## config.mk

```make
export PLATFORM = sky130hd
export DESIGN_NAME = controller_mmio
export DESIGN_NICKNAME = d
export VERILOG_FILES = /design/src/rtl/controller_pkg.sv /design/src/rtl/controller_event_reg.sv /design/src/rtl/controller_mmio.sv
export SDC_FILE = /design/constraint.sdc
export NUM_CORES = 1
export LEC_CHECK = 0
export ABC_AREA = 1
export BUFFER_PORTS_ARGS = -buffer_cell sky130_fd_sc_hd__buf_2
export CORE_MARGIN = 5
export CORE_UTILIZATION = 52
export DETAILED_ROUTE_END_ITERATION = 8
export HOLD_SLACK_MARGIN = 0.12
export PLACE_DENSITY = 0.75
export SYNTH_ARGS = -nofsm -noshare
export SYNTH_HDL_FRONTEND = slang
export SYNTH_SLANG_ARGS = --single-unit
```

## constraint.sdc

```tcl
create_clock -name clk -period 1.49 [get_ports clk]
set_clock_uncertainty 0.15 [all_clocks]
set_input_delay 0.298 -clock clk [delete_from_list [all_inputs] [get_ports clk]]
set_output_delay 0.298 -clock clk [all_outputs]
set_load 0.005 [all_outputs]
```

## src/rtl/controller_pkg.sv

```systemverilog
// Shared definitions for the controller MMIO register block.
// Contents:
//   fetch_state_t   - fetch sequencer states (IDLE/START/SETTLE/CAPTURE)
//   OFF_*           - per-controller register offsets inside a 4-byte window
//   STAT_*          - bit positions inside the status register
//   status_addr()   - address of the status register for a given controller count
package controller_pkg;

  typedef enum logic [1:0] {
    ST_IDLE,
    ST_START,
    ST_SETTLE,
    ST_CAPTURE
  } fetch_state_t;

  localparam int OFF_CUR      = 0;
  localparam int OFF_PRESSED  = 1;
  localparam int OFF_RELEASED = 2;

  localparam int STAT_NEW     = 0;
  localparam int STAT_OVERRUN = 1;
  localparam int STAT_BUSY    = 2;

  // The status register sits directly after the last controller window.
  function automatic int status_addr(input int num_controllers);
    return 4 * num_controllers;
  endfunction

endpackage

```

## src/rtl/controller_event_reg.sv

```systemverilog
// Per-controller snapshot and edge-event registers.
// Ports:
//   clk, rst      - clock, synchronous active-high reset
//   capture       - one-cycle snapshot strobe from the fetch sequencer
//   data          - button byte from the interface (active-high pressed)
//   clr_pressed   - read-to-clear of the pressed register this cycle
//   clr_released  - read-to-clear of the released register this cycle
//   cur           - last snapshot
//   pressed       - sticky rising-edge events since last read
//   released      - sticky falling-edge events since last read
module controller_event_reg (
  input  logic       clk,
  input  logic       rst,
  input  logic       capture,
  input  logic [7:0] data,
  input  logic       clr_pressed,
  input  logic       clr_released,
  output logic [7:0] cur,
  output logic [7:0] pressed,
  output logic [7:0] released
);

  logic [7:0] new_pressed;
  logic [7:0] new_released;

  // Edges are taken against the previous snapshot, before cur is overwritten.
  assign new_pressed  = capture ? (data & ~cur) : 8'h00;
  assign new_released = capture ? (~data & cur) : 8'h00;

  // A clear removes only the bits the reader saw; edges from a capture on
  // the same edge survive so no event is ever lost.
  always_ff @(posedge clk) begin
    if (rst) begin
      cur      <= 8'h00;
      pressed  <= 8'h00;
      released <= 8'h00;
    end else begin
      if (capture) begin
        cur <= data;
      end
      pressed  <= (clr_pressed  ? 8'h00 : pressed)  | new_pressed;
      released <= (clr_released ? 8'h00 : released) | new_released;
    end
  end

endmodule

```

## src/rtl/controller_mmio.sv

```systemverilog
// CPU-facing register block for the serial controller interface.
// Once per frame (vblank_i) it pulses start_fetch_o, waits a fixed settle
// time for the interface to shift in the buttons, then snapshots each
// controller and accumulates pressed/released events.
// Ports:
//   clk, rst       - clock, synchronous active-high reset
//   vblank_i       - one-cycle frame-start pulse
//   start_fetch_o  - one-cycle fetch request to the controller interface
//   data_LIST_i    - button bytes, controller c at [8c+7:8c]
//   rd_i, addr_i   - CPU read strobe and register address
//   rdata_o        - registered read data, valid the cycle after rd_i
module controller_mmio
  import controller_pkg::*;
#(
  parameter int NUM_CONTROLLERS = 2,
  parameter int ADDR_W          = 4,
  parameter int SETTLE_CYCLES   = 16
) (
  input  logic                         clk,
  input  logic                         rst,
  input  logic                         vblank_i,
  output logic                         start_fetch_o,
  input  logic [8*NUM_CONTROLLERS-1:0] data_LIST_i,
  input  logic                         rd_i,
  input  logic [ADDR_W-1:0]            addr_i,
  output logic [7:0]                   rdata_o
);

  localparam int CNT_W = $clog2(SETTLE_CYCLES);
  localparam logic [ADDR_W-1:0] STATUS_ADDR = ADDR_W'(status_addr(NUM_CONTROLLERS));

  fetch_state_t state, state_next;
  logic [CNT_W-1:0] cnt, cnt_next;
  logic capture;

  logic [8*NUM_CONTROLLERS-1:0] cur_all, pressed_all, released_all;
  logic [NUM_CONTROLLERS-1:0]   clr_pressed, clr_released;

  logic       new_flag, overrun_flag;
  logic       status_rd, drop;
  logic [7:0] status_val, rd_val;

  always_ff @(posedge clk) begin
    if (rst) begin
      state <= ST_IDLE;
      cnt   <= '0;
    end else begin
      state <= state_next;
      cnt   <= cnt_next;
    end
  end

  // The counter is only loaded in START and reaches zero before CAPTURE,
  // so it rests at zero in IDLE without any explicit saturation logic.
  always_comb begin
    state_next    = state;
    cnt_next      = cnt;
    start_fetch_o = 1'b0;
    capture       = 1'b0;
    case (state)
      ST_IDLE: begin
        if (vblank_i) state_next = ST_START;
      end
      ST_START: begin
        start_fetch_o = 1'b1;
        cnt_next      = CNT_W'(SETTLE_CYCLES - 1);
        state_next    = ST_SETTLE;
      end
      ST_SETTLE: begin
        if (cnt == '0) state_next = ST_CAPTURE;
        else           cnt_next   = cnt - 1'b1;
      end
      ST_CAPTURE: begin
        capture    = 1'b1;
        state_next = ST_IDLE;
      end
      default: state_next = ST_IDLE;
    endcase
  end

  for (genvar g = 0; g < NUM_CONTROLLERS; g++) begin : g_ctrl
    controller_event_reg u_event (
      .clk          (clk),
      .rst          (rst),
      .capture      (capture),
      .data         (data_LIST_i[8*g +: 8]),
      .clr_pressed  (clr_pressed[g]),
      .clr_released (clr_released[g]),
      .cur          (cur_all[8*g +: 8]),
      .pressed      (pressed_all[8*g +: 8]),
      .released     (released_all[8*g +: 8])
    );
  end

  // A frame start arriving while a fetch is in flight is dropped, not queued.
  assign drop      = vblank_i && (state != ST_IDLE);
  assign status_rd = rd_i && (addr_i == STATUS_ADDR);

  // Set wins over read-to-clear: the reader gets the old value while the
  // event raised on the same edge stays visible for the next read.
  always_ff @(posedge clk) begin
    if (rst) begin
      new_flag     <= 1'b0;
      overrun_flag <= 1'b0;
    end else begin
      new_flag     <= capture | (new_flag & ~status_rd);
      overrun_flag <= drop    | (overrun_flag & ~status_rd);
    end
  end

  // Address decode, read mux and per-register clear strobes.
  always_comb begin
    status_val               = 8'h00;
    status_val[STAT_NEW]     = new_flag;
    status_val[STAT_OVERRUN] = overrun_flag;
    status_val[STAT_BUSY]    = (state != ST_IDLE);

    rd_val       = 8'h00;
    clr_pressed  = '0;
    clr_released = '0;
    for (int c = 0; c < NUM_CONTROLLERS; c++) begin
      if (addr_i == ADDR_W'(4*c + OFF_CUR))      rd_val = cur_all[8*c +: 8];
      if (addr_i == ADDR_W'(4*c + OFF_PRESSED))  rd_val = pressed_all[8*c +: 8];
      if (addr_i == ADDR_W'(4*c + OFF_RELEASED)) rd_val = released_all[8*c +: 8];
      clr_pressed[c]  = rd_i && (addr_i == ADDR_W'(4*c + OFF_PRESSED));
      clr_released[c] = rd_i && (addr_i == ADDR_W'(4*c + OFF_RELEASED));
    end
    if (addr_i == STATUS_ADDR) rd_val = status_val;
  end

  always_ff @(posedge clk) begin
    if (rst) begin
      rdata_o <= 8'h00;
    end else if (rd_i) begin
      rdata_o <= rd_val;
    end
  end

endmodule

```

== Word-level counts from Yosys, hierarchy flattened ==
Cells that the tools add are included.

* Register bits: 64
* Bits of input ports: 24
* Output and inout bits: 9
* Logic and storage cells: 76

* Add/sub/neg operators: 1
* Equal/unequal tests: 12
* Multiplexer cells: 22
* Bitwise operators: 17
* Reduce and logical (&&, ||, !) cells: 13

{| class="wikitable"
|+ Operators with widths
! operator !! number
|-
| two-way mux 8 bit || 15
|-
| AND 8 bit || 4
|-
| inverter 8 bit || 4
|-
| bitwise OR 8 bit || 4
|-
| == test 4 x 3 -> 1 bit, second input constant || 3
|-
| zero test 4 bit || 2
|-
| case mux 2 bit (4 select lines) || 1
|-
| case mux 4 bit (2 select lines) || 1
|-
| logical AND 1 bit || 6
|-
| inequality test 2 bit, second input constant || 3
|-
| == test 2 bit, second input constant || 2
|-
| == test 4 x 1 -> 1 bit, second input constant || 1
|-
| == test 4 x 2 -> 1 bit, second input constant || 1
|-
| == test 4 bit, second input constant || 1
|-
| two-way mux 2 bit || 2
|-
| two-way mux 4 bit || 1
|-
| AND reduction 2 bit || 2
|-
| nonzero test 2 bit || 2
|-
| subtractor 4 x 1 -> 4 bit, second input constant || 1
|-
| AND 1 bit || 2
|-
| == test 2 x 1 -> 1 bit, second input constant || 1
|-
| zero test 2 bit || 1
|-
| two-way mux 1 bit || 2
|-
| bitwise OR 1 bit || 2
|-
| inverter 1 bit || 1
|}

== Depth between registers and ports, before layout ==
Gate-level depths: netlist of the first run.

* Depth in word-level cells: 8
* Mapped depth: 9
* Depth with buffers taken out: 9

== Modules after synthesis ==
A second synthesis of the first run with hierarchy kept.

* Cell total of the unflattened synthesis: 461
* Area, all modules: 3165.5 um2

{| class="wikitable"
|+ Modules (own cells, without submodules)
! module !! times used !! cells an instance !! area an instance (um2) !! sequential area each (um2)
|-
| controller_event_reg || 2 || 120 || 930.9 || 480.5
|-
| controller_mmio || 1 || 221 || 1303.8 || 320.3
|}

== Least setup slack after synthesis of the first run ==
OpenSTA, ideal clock, no wires.

* Path kind: flip-flop to flip-flop
* Start point: register cnt[0]
* End point: register state[1]
* Data arrival time: 1.151 ns
* Data required time: 1.214 ns
* Path slack: 0.063 ns
* Cell stages (with the launch flop): 8
* Path buffers: 0
* Cell sequence: dfxtp_1 -> inv_1 -> ha_1 -> nand2_1 -> o21ai_1 -> o21ai_0 -> o21ai_0 -> a21oi_1

* Cells in the longest elaborated chain, start to end: 3

{| class="wikitable"
|+ RTL lines
! item !! RTL line !! RTL
|-
| from (decl) || controller_mmio.sv:33 || <nowiki>logic [CNT_W-1:0] cnt, cnt_next;</nowiki>
|-
| from (signal assigned) || controller_mmio.sv:49 || <nowiki>cnt <= cnt_next;</nowiki>
|-
| zero test 4 bit || controller_mmio.sv:70 || <nowiki>if (cnt == '0) state_next = ST_CAPTURE;</nowiki>
|-
| inequality test 2 bit (no source line) || n/a ||
|-
| AND reduction 2 bit (no source line) || n/a ||
|-
| to (signal assigned) || controller_mmio.sv:48 || <nowiki>state <= state_next;</nowiki>
|-
| to (decl) || controller_mmio.sv:32 || <nowiki>fetch_state_t state, state_next;</nowiki>
|}

No other way between the ends.
A chain may end at the register's enable or synchronous reset.

== Worst setup path after layout of the first run ==
* Start point: register state[1]
* End point: output port start_fetch_o

* Cells in the longest elaborated chain, start to end: 2

{| class="wikitable"
|+ RTL lines
! item !! RTL line !! RTL
|-
| == test 2 x 1 -> 1 bit || controller_mmio.sv:60 || <nowiki>case (state)</nowiki>
|-
| two-way mux 1 bit || controller_mmio.sv:60 ||
|-
| to (decl) || controller_mmio.sv:22 || <nowiki>output logic start_fetch_o,</nowiki>
|}

No other way between the ends.

==> results of run 1 <==
## synth_stat cells, types with 2 or more instances
library cell,instances,share of area (%)
nand2_1,122,15
dfxtp_1,64,42
a21oi_1,52,8.5
nand3_1,46,7.6
inv_1,41,5.1
nor2_1,35,4.3
o21ai_0,10,1.6
clkbuf_1,8,0.99
a211oi_1,7,1.7
ha_1,5,2.1
a21oi_2,4,1.2
buf_4,4,0.99
nand4_1,4,0.82
o21ai_1,4,0.66
buf_2,3,0.49
inv_2,3,0.37
nor2_8,2,1.3
## cells by family after synthesis
group / Yosys count / share of synthesized area [%]
and+or+nand+nor: 218 / 32.0
AOI/OAI and AO/OA: 79 / 14.3
buffers and inverters: 64 / 9.61
DFF: 64 / 42.1
adders and majority gates: 5 / 2.05
## worst register-to-register path: stages, from the launching register on
cell and delay (ns):
dfxtp_2 0.33, inv_2 0.07, ha_4 0.15, nand2_4 0.06, o21ai_4 0.22, nand2_4 0.10, inv_2 0.07, a21oi_1 0.04
o21a_1 0.17
## layout make-up
type / count / area, sq um / area share, %
multi-input combinational: 302 / 1550 / 39.4
sequential: 64 / 1280 / 32.7
timing repair buffer: 79 / 597 / 15.2
inverter: 45 / 174 / 4.43
clock buffer: 10 / 128 / 3.25
clock inverter: 6 / 108 / 2.74
tap: 72 / 90.1 / 2.29
## cell usage in the layout, fill, tap and decap left out, types with 2 or more instances in the layout
master	n
nor2_1	33
dfxtp_2	3
a21oi_1	52
buf_4	26
o21ai_1	5
clkinv_2	2
nor2_2	3
a21oi_2	4
dlygate4sd3_1	17
nand2_2	3
nand4_1	4
ha_2	2
o21ai_2	2
nand2_4	3
nor2_8	2
buf_12	3
nand2_1	118
bufinv_16	3
ha_4	2
clkbuf_8	9
o21ai_0	6
inv_1	35
nand3_1	46
dfxtp_1	61
buf_2	32
a211oi_1	7
inv_2	9
## power breakdown
group	switching (mW)	total [mW]	internal [mW]	leakage, nW
Sequential	0.146	2.07	1.92	0.519
Combinational	0.864	1.58	0.713	0.955
Clock	0.662	1.77	1.11	0.116
## registers in the layout (all words and copies together), names as in the netlist
name,cells
state,2
g_ctrl.u_event.cur,16
overrun_flag,1
new_flag,1
cnt,4
g_ctrl.u_event.released,16
rdata_o,8
g_ctrl.u_event.pressed,16
## repair_timing
action	CTS	global route
setup buffers	1	0
endpoints found under the hold margin	39	0
setup endpoints to repair	21	16
pin swaps	2	6
resized for setup	17	15
hold buffers	17	0
## through the flow
step | area [sq um] | hold slack (ns) | power (mW) | TNS (ns)
floorplan | 3050 | 0.290 | 2.80 | 0
global placement | 3430 | 0.297 | 3.25 | -1.71
detailed placement | 3430 | 0.302 | 3.29 | -2.34
CTS | 3880 | 0.158 | 5.24 | 0
global route | 3930 | 0.183 | 5.70 | -0.448
finish | 3930 | 0.169 | 5.42 | 0
## layer usage
layer | GRT usage (%) | up-vias | wire, um
li1 | - | 1535 | -
met1 | 25.6 | 1396 | 3260
met2 | 37.0 | 77 | 3860
met3 | 3.80 | 16 | 382
met4 | 9.77 | 0 | 130
met5 | 0 | - | 0
## worst max path at each step
stage	endpoint	slack, ns	cells past startpoint
after floorplan	state[1]	0.06	7
after global placement	state[1]	-0.1	7
after detailed placement	rdata_o[4]	-0.13	9
after CTS	cnt[1]	0.003	8
after global routing	g_ctrl[1].u_event.released[4]	-0.05	6
final	start_fetch_o	0.004	3
==> results.md, run 1 <==
* Unrepaired setup endpoints after global routing: yes
* Worst path bufs/invs at 2
* Fin cells at between 500 and 600
* DR vias/cell at 5.23
* Asr flop ratio synth at 0%
* Worst-Skew Late Latency at 0.33 ns
* Final WL at 7.63 mm
* Final Hold Viols at 0
* Detail Route Antenna Nets at 0
* Syn Inst Count at 430
* CTS tree: done
* Die width at 86.5 um
* CP cell instances: inv_2 -> ha_2 -> buf_2
* Placed Cells at about 540
* Setup ws final at 0.00446 ns
* CP max FO at 3
* Clock Tree Buf Depth at 2
* Clk root buf: clkbuf_8
* R2R setup slack at 0.04 ns
* Delay-heaviest family, CP: flip-flops
* Share of cells above drive strength 1 at 22.9%
* Initial Utilization at between 50% and 60%
* Critical Path AT at 1.04 ns
* Sequential area share after synthesis at 42.1%
* Setup violators final at 0
* Port buffer count at 32
* Setup crit start: state[1]
* Ant diodes at 0
* Hold Crit Start: rst
* Fin nets at 530
* P_leak at 1.59 nW
* Clock Sinks at 64
* Worst EP required at 1.04 ns
* Final core utilization at 70.0%
* DIE AREA at 7490 sq um
* Place WS at -0.133 ns
* GRT Util Overall at between 20% and 30%
* Drt wl/cell at 13.2 um
* Synth unique cells at 33
* First-pass GRT wire length at around 13 mm
* Mapped Avg Cell Area at 7.08 sq um
* Initial antenna violation count at 0
* Outcome: complete, no violations
* Setup crit start kind: flop
* # DRC at 0
* P&R area growth vs syn at 28.9%
* Hold path depth at 3
* Hold/Removal Path Class: in -> reg
* Hold Path End: cnt[2]
* R2r endpoint: cnt[2]
* RePlAce Congestion at 0.863
* EDFF count, synth at 0
* DRT iter0 DRCs at 190
* Syn. warnings at 0
* Crit-path max cell delay at 0.36 ns
* Main synth FF type: dfxtp_1
* Clk slew on worst S/H paths at 0.07 ns
* Synthesized area at just over 3000 sq um
* Reg2reg path depth at 8
* H-tree levels at 3
* Seq cells post-synth at 64
* Core Area at 5610 sq um
* Final Max Slew Viols at 0
* Grt ovf at 0
* Relative slew slack at about three quarters
* Layout fillers at 467
* Die extent in y at 86.5 um
* Vias in the first global route at roughly 3000
* Pwr per Cell Area at 1380 nW/um^2
* VDD IR-drop max at 0.00114 V
* DR vias at a little over 3000
* Final period util at 99.7%
* Num CTS Buffers at 9
* Mapped Nets at 459
* Drt pass-1 iters at 5
* Final min period at roughly 1.5 ns
* Dpl hpwl at 5.21 mm
* Slew @ Worst Pin at 0.375 ns
* Row count at 27
* Worst r2r src: cnt[0]
* Largest net degree at the start of global routing at 61
* Max Fclk at 673 MHz
* Worst Setup End Kind: output pin
* WS Path Type: reg -> out
* Max stage delay cell, worst path: dfxtp_2
* Max-cap viol count at 0
* IO Pins at 33
Power figures use the tool's default switching activity.
==> inputs of run 2 (changes only) <==
--- a/config.mk
+++ b/config.mk
@@ -8,10 +8,10 @@
 export ABC_AREA = 1
 export BUFFER_PORTS_ARGS = -buffer_cell sky130_fd_sc_hd__buf_2
 export CORE_MARGIN = 5
-export CORE_UTILIZATION = 52
+export CORE_UTILIZATION = 58
 export DETAILED_ROUTE_END_ITERATION = 8
 export HOLD_SLACK_MARGIN = 0.12
-export PLACE_DENSITY = 0.75
+export PLACE_DENSITY = 0.79
 export SYNTH_ARGS = -nofsm -noshare
 export SYNTH_HDL_FRONTEND = slang
 export SYNTH_SLANG_ARGS = --single-unit
==> constraint.sdc (replaced) <==
create_clock -name clk -period 1.6 [get_ports clk]
set_clock_uncertainty 0.15 [all_clocks]
set_input_delay 0.32 -clock clk [delete_from_list [all_inputs] [get_ports clk]]
set_output_delay 0.32 -clock clk [all_outputs]
set_load 0.005 [all_outputs]
==> results.md, run 2 (same netlist as run 1, synthesis figures left out) <==
* Outcome: complete, no violations
* Max-cap viol count at 0 (unchanged)
* Largest net degree at the start of global routing at 61 (unchanged)
* Ant diodes at 0 (unchanged)
* Row count at 26 (-3.7%)
* Sw power at 1.42 mW (-15%)
* Area after DPL at 3350 sq um (-2.3%)
* Setup violators final at 0 (unchanged)
* Critical Path AT at 1.69 ns (+0.65 ns)
* Reg2reg path depth at 9 (+1)
* Core Area at 5110 sq um (-8.9%)
* Relative slew slack at 77.9% (+2.9 points)
* CP cell instances: inv_1 -> ha_2 -> inv_2 -> nand2_2 -> nand2_2 -> nand2_1 -> o21ai_0 -> inv_1 -> a21oi_1
* Pint at 3.09 mW (-18%)
* Clk slew on worst S/H paths at 0.07 ns (about the same)
* Share of cells above drive strength 1 at 19.8% (-3.1 points)
* Clock share of power at 31.6% (-1.1 points)
* Setup crit start kind: flop
* Initial Utilization at 59.6% (+5.3 points)
* Largest regs: g_ctrl.u_event.cur: 16 flops, g_ctrl.u_event.pressed: 16 flops, g_ctrl.u_event.released: 16 flops
* R2r endpoint: cnt[3]
* Worst EP required at 1.72 ns (+0.68 ns)
* Pwr per Cell Area at 1190 nW/um^2 (-13%)
* IO Pins at 33 (unchanged)
* Drt wl/cell at 13.4 um (+1.4%)
* Final core utilization at 73.9% (+3.8 points)
* Logic pwr share at 25.7% (-3.4 points)
* Sum Neg Setup Slack at 0 ns (unchanged)
* Commonest non-fill, non-tap cell in the layout: nand2_1
* VDD IR-drop max at 0.00108 V (-5.4%)
* Slew @ Worst Pin at 0.331 ns (-0.0437 ns)
* Die width at 82.5 um (-4.7%)
* Crit-path max cell delay at 0.35 ns (about the same)
* Hold/Removal Path Class: in -> reg
* Final Hold Viols at 0 (unchanged)
* Worst r2r src: state[0]
* Worst path bufs/invs at 3 (+1)
* Hold Crit Start: data_LIST_i[14]
* # DRC at 0 (unchanged)
* DR vias at 3015 (-0.30%)
* First-pass GRT wire length at 12.8 mm (-0.43%)
* Clock Tree Buf Depth at 2 (unchanged)
* Delay-heaviest family, CP: flip-flops
* Hold Path End: g_ctrl[1].u_event.pressed[6]
* Clock Sinks at 64 (unchanged)
* Design area at 3770 sq um (-3.9%)
* P&R area growth vs syn at 23.9%
* Worst-Skew Late Latency at 0.34 ns (about the same)
* Worst Setup End Kind: flop
* RePlAce Congestion at 0.833 (-3.6%)
* H-tree levels at 3 (unchanged)
* CP max FO at 3 (unchanged)
* Fin cells at 565 (-2.2%)
* Drt pass-1 iters at 4 (-1)
* R2R setup slack at 0.03 ns (about the same)
* Final Max Slew Viols at 0 (unchanged)
* Vias in the first global route at 2914 (-1.2%)
* Fin nets at 520 (-1.9%)
* Final period util at 98.0%
* Die extent in y at 82.5 um (-4.7%)
* Dpl hpwl at 5.10 mm (-2.1%)
* WHS at 0.144 ns (-0.0247 ns)
* Max stage delay cell, worst path: dfxtp_2
* CTS tree: done
* Final min period at 1.57 ns
* Sw frac at 31.5% (+0.63 points)
* DRT iter0 DRCs at 244 (+28%)
* Grt ovf at 0 (unchanged)
* Placed Cells at 532 (-2.2%)
* Num CTS Buffers at 9 (unchanged)
* Max Fclk at ~640 MHz
* WS Path Type: reg -> reg
* Sequential power share at 42.6% (+4.4 points)
* Clk root buf: clkbuf_8
* Layout fillers at 420 (-10%)
* DR vias/cell at 5.34 (+2.0%)
* Port buffer count at 32 (unchanged)
* Most frequent cells in the layout: nand2_1 (119), dfxtp_1 (62), a21oi_1 (52)
* P_leak at 1.53 nW (-3.8%)
* Detail Route Antenna Nets at 0 (unchanged)
* GRT Util Overall at 24.6% (+3.3 points)
* Hold path depth at 3 (unchanged)
* Initial antenna violation count at 0 (unchanged)
* Final WL at 7.56 mm (-0.90%)
* DIE AREA at 6800 sq um (-9.2%)
[run 2: cell count changes in the layout (fill, tap and decap cells not counted), moves of 3 or more]
| cell | delta |
|---|---|
| clkbuf_8 | +3 |
| inv_2 | -4 |
| buf_4 | -8 |
| inv_1 | +4 |
[run 2: how the worst max path moves through the flow]
| stage | start | to | depth (start not counted) |
|---|---|---|---|
| floorplan | cnt[0] | state[1] | 7 |
| global placement | addr_i[0] | rdata_o[3] | 9 |
| detailed placement | cnt[0] | state[0] | 6 |
| CTS | state[1] | start_fetch_o | 3 |
| global route | state[0] | cnt[3] | 9 |
| finish | state[0] | cnt[3] | 9 |
[run 2: final cells by class]
type | count | area (sq um) | share of cell area, %
multi-input combinational | 302 | 1510 | 39.9
sequential | 64 | 1280 | 34.0
clock buffer | 12 | 165 | 4.38
tap | 70 | 87.6 | 2.32
timing repair buffer | 69 | 515 | 13.7
clock inverter | 3 | 40.0 | 1.06
inverter | 45 | 174 | 4.61
[run 2: worst register-to-register path: stages (launching register included)]
cell     delay, ns
dfxtp_2       0.35
inv_1         0.08
ha_2          0.23
inv_2         0.08
nand2_2       0.07
nand2_2       0.09
nand2_1       0.08
o21ai_0       0.19
inv_1         0.06
a21oi_1       0.13
[run 2: stage by stage]
step,total power [mW],setup slack (ns)
after global routing,4.78,-0.0550
after CTS,4.38,0.000423
after detailed placement,2.91,-0.101
final,4.51,0.0316
after global placement,2.86,-0.0294
after floorplan,2.61,0.173
[run 2: repair_timing]
item | 4_1_cts | 5_1_grt
setup endpoints to repair | 4 | 6
buffers inserted | 0 | 2
gates resized for setup | 3 | 13
pin swaps | 0 | 1
endpoints found under the hold margin | 33 | 0
hold buffers | 16 | 0
[run 2: per-layer routing]
metal	up-vias	wire length, um	GRT usage [%]
met1	1382	3070	28.7
met3	17	491	6.94
met5	-	0	0
li1	1514	-	-
met4	0	131	7.48
met2	102	3870	43.6
[run 2: power by group through the flow]
stage | Clock (mW) | Combinational (mW) | Sequential, mW
detailed placement | 0 | 0.978 | 1.93
global route | 1.54 | 1.30 | 1.94
CTS | 1.45 | 1.03 | 1.90
finish | 1.42 | 1.16 | 1.92
floorplan | 0 | 0.701 | 1.91
global placement | 0 | 0.928 | 1.93
==> inputs of run 3 (changes only) <==
==> constraint.sdc (replaced) <==
create_clock -name clk -period 1.5 [get_ports clk]
set_clock_uncertainty 0.15 [all_clocks]
set_input_delay 0.3 -clock clk [delete_from_list [all_inputs] [get_ports clk]]
set_output_delay 0.3 -clock clk [all_outputs]
set_load 0.005 [all_outputs]
==> results.md, run 3 (same netlist as run 1, synthesis figures left out) <==
* Outcome: finished, violations left
* Failing checks: setup timing
* WHS at 0.163 ns (+0.0185 ns)
* Initial antenna violation count at 0 (unchanged)
* Setup violators final at 2 (+2)
* Sequential power share at 42.0% (-0.6 points)
* Hold Path End: cnt[2]
* Reg2reg path depth at 6 (-3)
* Die extent in y at 82.5 um (unchanged)
* Share of cells above drive strength 1 at 23.5% (+3.7 points)
* Largest net degree at the start of global routing at 39 (-36%)
* Vias in the first global route at 2877 (-1.3%)
* Area after DPL at 3420 sq um (+1.9%)
* Relative slew slack at 75.9% (-2.0 points)
* Pwr per Cell Area at 1280 nW/um^2 (+7.0%)
* CP max FO at 4 (+1)
* DR vias/cell at 5.34 (+0.11%)
* Ant diodes at 0 (unchanged)
* Largest regs: g_ctrl.u_event.cur: 16 flops, g_ctrl.u_event.pressed: 16 flops, g_ctrl.u_event.released: 16 flops
* # DRC at 0 (unchanged)
* Clock Tree Buf Depth at 2 (unchanged)
* Most frequent cells in the layout: nand2_1 (119), dfxtp_1 (60), a21oi_1 (51)
* WS Path Type: reg -> reg
* Clk root buf: clkbuf_8
* Clock Sinks at 64 (unchanged)
* Final min period at 1.52 ns (-0.0443 ns)
* DRT iter0 DRCs at 208 (-15%)
* Final core utilization at 76.3% (+2.4 points)
* Dpl hpwl at 5.07 mm (-0.58%)
* Max Fclk at 656 MHz (+2.9%)
* Worst-Skew Late Latency at 0.35 ns (about the same)
* P_leak at 1.57 nW (+2.4%)
* Detail Route Antenna Nets at 0 (unchanged)
* Fin nets at 532 (+2.3%)
* Setup crit start kind: flop
* Initial Utilization at 59.6% (unchanged)
* Critical Path AT at 1.62 ns (-0.07 ns)
* DR vias at 3077 (+2.1%)
* Sw power at 1.67 mW (+18%)
* Core Area at 5110 sq um (unchanged)
* Design area at 3900 sq um (+3.3%)
* Pint at 3.31 mW (+7.2%)
* DIE AREA at 6800 sq um (unchanged)
* Unrepaired setup endpoints after global routing: yes
* R2R setup slack at -0.02 ns (-0.06 ns)
* Sw frac at 33.5% (+2.0 points)
* Commonest non-fill, non-tap cell in the layout: nand2_1
* Logic pwr share at 32.9% (+7.2 points)
* Port buffer count at 32 (unchanged)
* RePlAce Congestion at 0.885 (+6.3%)
* H-tree levels at 3 (unchanged)
* Final Hold Viols at 0 (unchanged)
* R2r endpoint: state[0]
* Clk slew on worst S/H paths at 0.07 ns (about the same)
* Drt pass-1 iters at 4 (unchanged)
* Row count at 26 (unchanged)
* Clock share of power at 25.1% (-6.5 points)
* Slew @ Worst Pin at 0.360 ns (+0.0292 ns)
* Hold Crit Start: rst
* VDD IR-drop max at 0.00138 V (+28%)
* Hold path depth at 3 (unchanged)
* Final period util at 102% (+3.6 points)
* Worst r2r src: cnt[0]
* First-pass GRT wire length at 12.5 mm (-2.3%)
* Grt ovf at 0 (unchanged)
* Final Max Slew Viols at 0 (unchanged)
* Setup ws final at -0.0240 ns (-0.0557 ns)
* P&R area growth vs syn at 28.0%
* Max-cap viol count at 0 (unchanged)
* Worst Setup End Kind: flop
* GRT Util Overall at 24.3% (-0.30 points)
* Worst EP required at 1.60 ns (-0.12 ns)
* Setup crit start: cnt[0]
* Die width at 82.5 um (unchanged)
* Place WS at -0.152 ns (-0.0514 ns)
* Num CTS Buffers at 9 (unchanged)
* CTS tree: done
* IO Pins at 33 (unchanged)
* Sum Neg Setup Slack at -0.0243 ns (-0.0243 ns)
* Hold/Removal Path Class: in -> reg
* Drt wl/cell at 13.9 um (+3.6%)
* Final WL at 7.99 mm (+5.6%)
## run 3: cell types whose count changed in the layout (fill, tap and decap cells not counted), moves of 3 or more
cell,previous run,this run
clkbuf_1,0,3
buf_4,18,27
nor2_2,2,6
ha_4,0,3
inv_1,39,34
nor2_1,34,30
inv_2,5,9
## run 3: stage by stage
step	std cells	total power, mW
finish	576	4.98
detailed placement	539	3.18
CTS	572	4.50
global route	576	5.24
global placement	539	3.13
floorplan	430	2.78
## run 3: layout make-up
type                       count  area (sq um)
multi-input combinational    302          1560
timing repair buffer          81           631
inverter                      45           176
fill                         377          1210
clock inverter                 1          5.00
clock buffer                  13           149
sequential                    64          1290
tap                           70          87.6
## run 3: timing repair
item                                   4_1_cts  5_1_grt
cloned                                       0        0
setup endpoints to repair                    7       12
hold buffers                                17        0
buffers inserted                             2        4
pin swaps                                    2        6
endpoints found under the hold margin       38        0
resized for setup                            9       31
## run 3: layer usage
layer  track usage, %  wire (um)  vias to the layer above
met5                0          0                        -
met4             11.0        232                        0
met3             5.64        373                       27
met2             42.6       4030                       76
met1             28.0       3360                     1439
li1                 -          -                     1535
## run 3: worst max path at each step
stage | end | slack (ns) | cells past startpoint
4_1_cts | cnt[3] | -0.02 | 9
5_1_grt | state[0] | -0.09 | 6
3_3_place_gp | state[1] | -0.1 | 7
3_5_place_dp | cnt[2] | -0.15 | 8
2_1_floorplan | state[1] | 0.07 | 7
6_report | state[0] | -0.02 | 6
## run 3: power groups by stage
stage          registers (mW)  clock network [mW]  logic (mW)
2_1_floorplan            2.03                   0       0.748
3_3_place_gp             2.06                   0        1.07
3_5_place_dp             2.07                   0        1.11
4_1_cts                  2.05                1.23        1.21
5_1_grt                  2.12                1.33        1.80
6_report                 2.09                1.25        1.64
## run 3: worst max-delay path, cell delays in order (launching register included)
cell,delay (ns)
dfxtp_2,0.33
inv_2,0.07
ha_4,0.14
nand2_4,0.06
o21ai_4,0.21
o21ai_1,0.16
a221oi_1,0.30
